<file path="src/rtl/mc_control.sv">
// Multicycle MIPS control FSM: sequences the datapath over fetch/decode/execute/memory/writeback.
// Outputs are combinational from state (plus zero/mem_ready); illegal is registered; stalls on mem_ready.
module mc_control #(
    parameter int COUNT_W = 32
) (
    input  logic               clk,
    input  logic               rst_n,
    input  logic [5:0]         op,
    input  logic               zero,
    input  logic               mem_ready,
    output logic               mem_read,
    output logic               mem_write,
    output logic               i_or_d,
    output logic               ir_write,
    output logic               pc_write,
    output logic               reg_write,
    output logic               alu_src_a,
    output logic [1:0]         alu_src_b,
    output logic [1:0]         alu_op,
    output logic [1:0]         pc_source,
    output logic               reg_dst,
    output logic               mem_to_reg,
    output logic               illegal,
    output logic [COUNT_W-1:0] instr_count,
    output logic [3:0]         state
);

    localparam logic [5:0] OP_RTYPE = 6'h00;
    localparam logic [5:0] OP_LW    = 6'h23;
    localparam logic [5:0] OP_SW    = 6'h2B;
    localparam logic [5:0] OP_BEQ   = 6'h04;
    localparam logic [5:0] OP_ADDI  = 6'h08;
    localparam logic [5:0] OP_J     = 6'h02;

    typedef enum logic [3:0] {
        FETCH    = 4'd0,
        DECODE   = 4'd1,
        MEM_ADDR = 4'd2,
        MEM_RD   = 4'd3,
        MEM_WB   = 4'd4,
        MEM_WR   = 4'd5,
        R_EX     = 4'd6,
        R_WB     = 4'd7,
        BRANCH   = 4'd8,
        JUMP     = 4'd9,
        I_EX     = 4'd10,
        I_WB     = 4'd11
    } state_e;

    state_e             state_q, state_d;
    logic               illegal_q, illegal_d;
    logic [COUNT_W-1:0] count_q, count_d;
    logic               retire;

    logic       mem_read_c, mem_write_c, i_or_d_c, ir_write_c, pc_write_c, reg_write_c;
    logic       alu_src_a_c, reg_dst_c, mem_to_reg_c;
    logic [1:0] alu_src_b_c, alu_op_c, pc_source_c;

    always_comb begin
        state_d      = state_q;
        illegal_d    = 1'b0;
        retire       = 1'b0;
        mem_read_c   = 1'b0;
        mem_write_c  = 1'b0;
        i_or_d_c     = 1'b0;
        ir_write_c   = 1'b0;
        pc_write_c   = 1'b0;
        reg_write_c  = 1'b0;
        alu_src_a_c  = 1'b0;
        alu_src_b_c  = 2'b00;
        alu_op_c     = 2'b00;
        pc_source_c  = 2'b00;
        reg_dst_c    = 1'b0;
        mem_to_reg_c = 1'b0;

        case (state_q)
            FETCH: begin
                mem_read_c  = 1'b1;
                alu_src_b_c = 2'b01;
                ir_write_c  = mem_ready;
                pc_write_c  = mem_ready;
                if (mem_ready) state_d = DECODE;
            end
            DECODE: begin
                alu_src_b_c = 2'b11;
                case (op)
                    OP_LW, OP_SW: state_d = MEM_ADDR;
                    OP_RTYPE:     state_d = R_EX;
                    OP_BEQ:       state_d = BRANCH;
                    OP_J:         state_d = JUMP;
                    OP_ADDI:      state_d = I_EX;
                    default: begin
                        state_d   = FETCH;
                        illegal_d = 1'b1;
                    end
                endcase
            end
            MEM_ADDR: begin
                alu_src_a_c = 1'b1;
                alu_src_b_c = 2'b10;
                state_d     = (op == OP_SW) ? MEM_WR : MEM_RD;
            end
            MEM_RD: begin
                mem_read_c = 1'b1;
                i_or_d_c   = 1'b1;
                if (mem_ready) state_d = MEM_WB;
            end
            MEM_WB: begin
                reg_write_c  = 1'b1;
                mem_to_reg_c = 1'b1;
                retire       = 1'b1;
                state_d      = FETCH;
            end
            MEM_WR: begin
                mem_write_c = 1'b1;
                i_or_d_c    = 1'b1;
                if (mem_ready) begin
                    retire  = 1'b1;
                    state_d = FETCH;
                end
            end
            R_EX: begin
                alu_src_a_c = 1'b1;
                alu_op_c    = 2'b10;
                state_d     = R_WB;
            end
            R_WB: begin
                reg_write_c = 1'b1;
                reg_dst_c   = 1'b1;
                retire      = 1'b1;
                state_d     = FETCH;
            end
            I_EX: begin
                alu_src_a_c = 1'b1;
                alu_src_b_c = 2'b10;
                state_d     = I_WB;
            end
            I_WB: begin
                reg_write_c = 1'b1;
                retire      = 1'b1;
                state_d     = FETCH;
            end
            BRANCH: begin
                alu_src_a_c = 1'b1;
                alu_op_c    = 2'b01;
                pc_source_c = 2'b01;
                pc_write_c  = zero;
                retire      = 1'b1;
                state_d     = FETCH;
            end
            JUMP: begin
                pc_source_c = 2'b10;
                pc_write_c  = 1'b1;
                retire      = 1'b1;
                state_d     = FETCH;
            end
            default: state_d = FETCH;
        endcase
    end

    always_ff @(posedge clk or negedge rst_n) begin
        if (!rst_n) begin
            state_q   <= FETCH;
            illegal_q <= 1'b0;
            count_q   <= '0;
        end else begin
            state_q   <= state_d;
            illegal_q <= illegal_d;
            count_q   <= count_d;
        end
    end

    assign count_d = count_q + {{(COUNT_W-1){1'b0}}, retire};

    // Reset gates the decode directly so strobes drop the instant rst_n falls, not at the next edge.
    assign mem_read    = rst_n & mem_read_c;
    assign mem_write   = rst_n & mem_write_c;
    assign i_or_d      = rst_n & i_or_d_c;
    assign ir_write    = rst_n & ir_write_c;
    assign pc_write    = rst_n & pc_write_c;
    assign reg_write   = rst_n & reg_write_c;
    assign alu_src_a   = rst_n & alu_src_a_c;
    assign alu_src_b   = rst_n ? alu_src_b_c : 2'b00;
    assign alu_op      = rst_n ? alu_op_c    : 2'b00;
    assign pc_source   = rst_n ? pc_source_c : 2'b00;
    assign reg_dst     = rst_n & reg_dst_c;
    assign mem_to_reg  = rst_n & mem_to_reg_c;
    assign illegal     = illegal_q;
    assign instr_count = count_q;
    assign state       = state_q;

endmodule

</file>
<file path="config.mk">
export PLATFORM = sky130hd
export DESIGN_NAME = mc_control
export DESIGN_NICKNAME = d
export VERILOG_FILES = /design/src/rtl/mc_control.sv
export SDC_FILE = /design/constraint.sdc
export NUM_CORES = 1
export LEC_CHECK = 0
export BUFFER_PORTS_ARGS = -buffer_cell sky130_fd_sc_hd__buf_2
export CORE_UTILIZATION = 51
export DETAILED_ROUTE_END_ITERATION = 10
export MAX_ROUTING_LAYER = met4
export PLACE_DENSITY = 0.77
export SYNTH_ARGS = -nofsm -noshare
export SYNTH_HDL_FRONTEND = slang
export SYNTH_SLANG_ARGS = --single-unit
</file>
<file path="constraint.sdc">
create_clock -name clk -period 2.94 [get_ports clk]
set_input_delay 0.441 -clock clk [delete_from_list [all_inputs] [get_ports clk]]
set_output_delay 0.441 -clock clk [all_outputs]
set_load 0.02 [all_outputs]
</file>
==> run summary <==
Period utilization -> 88.0%
FP Rows -> 22
Final setup margin -> 354 ps
Share of layout cells above drive strength 1 -> 30.3%
Clock skew -> 8.42 ps
Nets -> 285
Netlist cell types -> 41
Cells after Synth -> 204
Core Footprint -> 3720 sq um
Net Count, Synth -> 216
Global placer's final weighted congestion -> 0.904
Most frequent cells in the layout -> buf_2, dfrtp_1, nor2_1, nand2_1, xnor2_1
Clock power share -> 29.2%
Via density per instance -> 5.43
Root Buffer -> clkbuf_8
Number of synthesized register bits -> 37
DR vias -> 1749
Min-delay worst type -> in2async
Layout Utilization -> 67.4%
WHS -> 43.8 ps
Detailed placement HPWL -> 3.30 mm
Grt ovf -> 0
I/O Pins -> 62
Crit Path Max Fanout -> 9
Peak supply drop -> 0.000383 V
Initial antenna violation count -> 0
Fraction of registers with async set/reset -> 100%
Antenna Cells -> 0
P_sw -> 0.528 mW
Slew HR -> 69.2%
Critical path required time -> 3150 ps
Status -> finished, final reports clean
Global Route Usage Sum -> 24.0%
Final Instance Count excl. Fillers -> 322
P per Cell Area -> 613 nW/um^2
Logic gate share of total power -> 32.5%
CTS Buffer Depth -> 2
Sw frac -> 34.4%
Power share of the sequential group -> 38.3%
Tmin final -> 2590 ps
Post-route setup TNS -> 0 ps
Die height -> 64.7 um
Synthesized area per cell -> 9.82 sq um
H-Tree Depth -> 2
Drt pass-1 iters -> 4
Fmax -> 387 MHz
CTS sink cnt -> 37
Clock transition at path regs -> 70 ps
RSZ-0062 raised after global routing -> false
CTS tree -> built
Post-cts resize count -> 0
Synth area leaders -> dfrtp_1, xnor2_1, xor2_1, nand2_1, nor2_1
Post-CTS Setup Bufs -> 0
Inst Count DP -> 314
Initial Utilization -> 53.9%
Drt wl/cell -> 14.0 um
Worst-margin pin slew -> 457 ps
Final Max Tran Viols -> 0
Synth warn -> 0
Setup crit end kind -> flip-flop
Port bufs -> 61
Pre-CTS worst setup slack -> 385 ps
Worst Path Arrival -> 2800 ps
Antenna viol nets, final -> 0
Syn-to-layout area delta -> 25.0%
Startpoint Class -> flip-flop
Die width -> 64.7 um
Die area -> 4180 sq um
Register area share after synthesis -> 46.2%
Top_reg_cell synth -> dfrtp_1
Worst R2R Setup Slack -> 350 ps
Cts bufs inserted -> 5
Max cap viols -> 0
Initial drt markers -> 109
WS Path Type -> reg2reg
Post-synth EDFFs -> 0
Largest net degree at the start of global routing -> 31
Post-Syn Area -> 2000 sq um
Post-synth top area cell -> dfrtp_1
Cts hold-fix bufs -> 0
Leak -> 1.31 nW
Routed wire length -> 4.49 mm
Commonest non-fill, non-tap cell in the layout -> buf_2
Final Hold Fails -> 0
Vias in the first global route -> 1624
Setup Viol. Count Final -> 0
Clk Latency, worst-skew pair -> 290 ps
Global-route wire length before repair -> 7.43 mm
DRC -> 0
Synth top area share -> 46.2%
P_int -> 1.01 mW
==> cells in the mapped netlist (2+ instances only) <==
| cell type | count |
|---|---|
| and3_1 | 6 |
| ha_1 | 2 |
| and4_1 | 3 |
| or4_1 | 2 |
| nor2b_1 | 3 |
| inv_1 | 3 |
| nor2_1 | 19 |
| and2_1 | 3 |
| nand2b_1 | 3 |
| o21ai_0 | 6 |
| clkbuf_1 | 4 |
| nor3_1 | 10 |
| nor4_1 | 2 |
| nand2_1 | 19 |
| nand3_1 | 13 |
| dfrtp_1 | 37 |
| nand4_1 | 9 |
| xor2_1 | 15 |
| a21oi_1 | 5 |
| xnor2_1 | 17 |
| nor3_2 | 3 |
==> layer usage <==
metal / share of wire (%) / global-route usage [%] / vias to the layer above
met1: 44 / 28.7 / 813
li1: - / - / 872
met5: 0 / - / -
met4: 2.1 / 9.72 / 0
met3: 4.2 / 4.58 / 10
met2: 50 / 40.0 / 54
==> worst max-delay path, cell delays in order (launching register included) <==
cell and delay, ps:
dfrtp_1 390, inv_1 180, nand2_1 130, o21ai_0 150, and2_1 140, ha_1 220
ha_1 260, inv_1 70, or4_4 630, nor3_2 150, xor2_1 180
==> power by group through the flow <==
stage | combinational, mW | sequential (mW) | clock (mW)
CTS | 0.499 | 0.589 | 0.457
finish | 0.498 | 0.588 | 0.449
global route | 0.545 | 0.595 | 0.480
floorplan | 0.263 | 0.651 | 0
global placement | 0.497 | 0.597 | 0
detailed placement | 0.495 | 0.597 | 0
==> cell families (layout without fill, tap and decap cells) <==
kind of cell	count (synthesis)	in the layout	share of synthesized area [%]
AND/OR/NAND/NOR	104	104	29.7
flip-flops	37	37	46.2
XOR/XNOR	32	32	14.0
AO/OA/AOI/OAI	19	19	6.06
buffers and inverters	9	79	2.25
adder cells (fa/ha/maj)	2	2	1.25
multiplexers	1	1	0.500
==> area by class of cell <==
class / count / area, sq um
timing repair buffer: 68 / 358
tap: 48 / 60.1
clock inverter: 1 / 30.0
multi-input combinational: 158 / 1030
inverter: 3 / 11.3
sequential: 37 / 926
fill: 315 / 1210
clock buffer: 7 / 86.3
==> worst paths after layout <==
check	from	depth (start not counted)	endpoint
worst max-delay path	state[3]	10	instr_count[26]
worst max register to register	state[3]	10	instr_count[26]
worst min-delay path	rst_n	1	instr_count[7]
min in group clk	instr_count[31]	1	instr_count[31]
worst min register to register	instr_count[31]	1	instr_count[31]
max in group asynchronous	rst_n	2	instr_count[0]
==> sequential cells by signal, summed over array words and instances, names as in the netlist <==
| name | count |
|---|---|
| illegal | 1 |
| state | 4 |
| instr_count | 32 |
==> per-stage QoR <==
| stage | instance area, sq um | power [mW] |
|---|---|---|
| final | 2500 | 1.54 |
| after global placement | 2390 | 1.09 |
| after CTS | 2500 | 1.55 |
| after detailed placement | 2390 | 1.09 |
| after global routing | 2500 | 1.62 |
| after floorplan | 2000 | 0.914 |
Power figures use the tool's default switching activity.
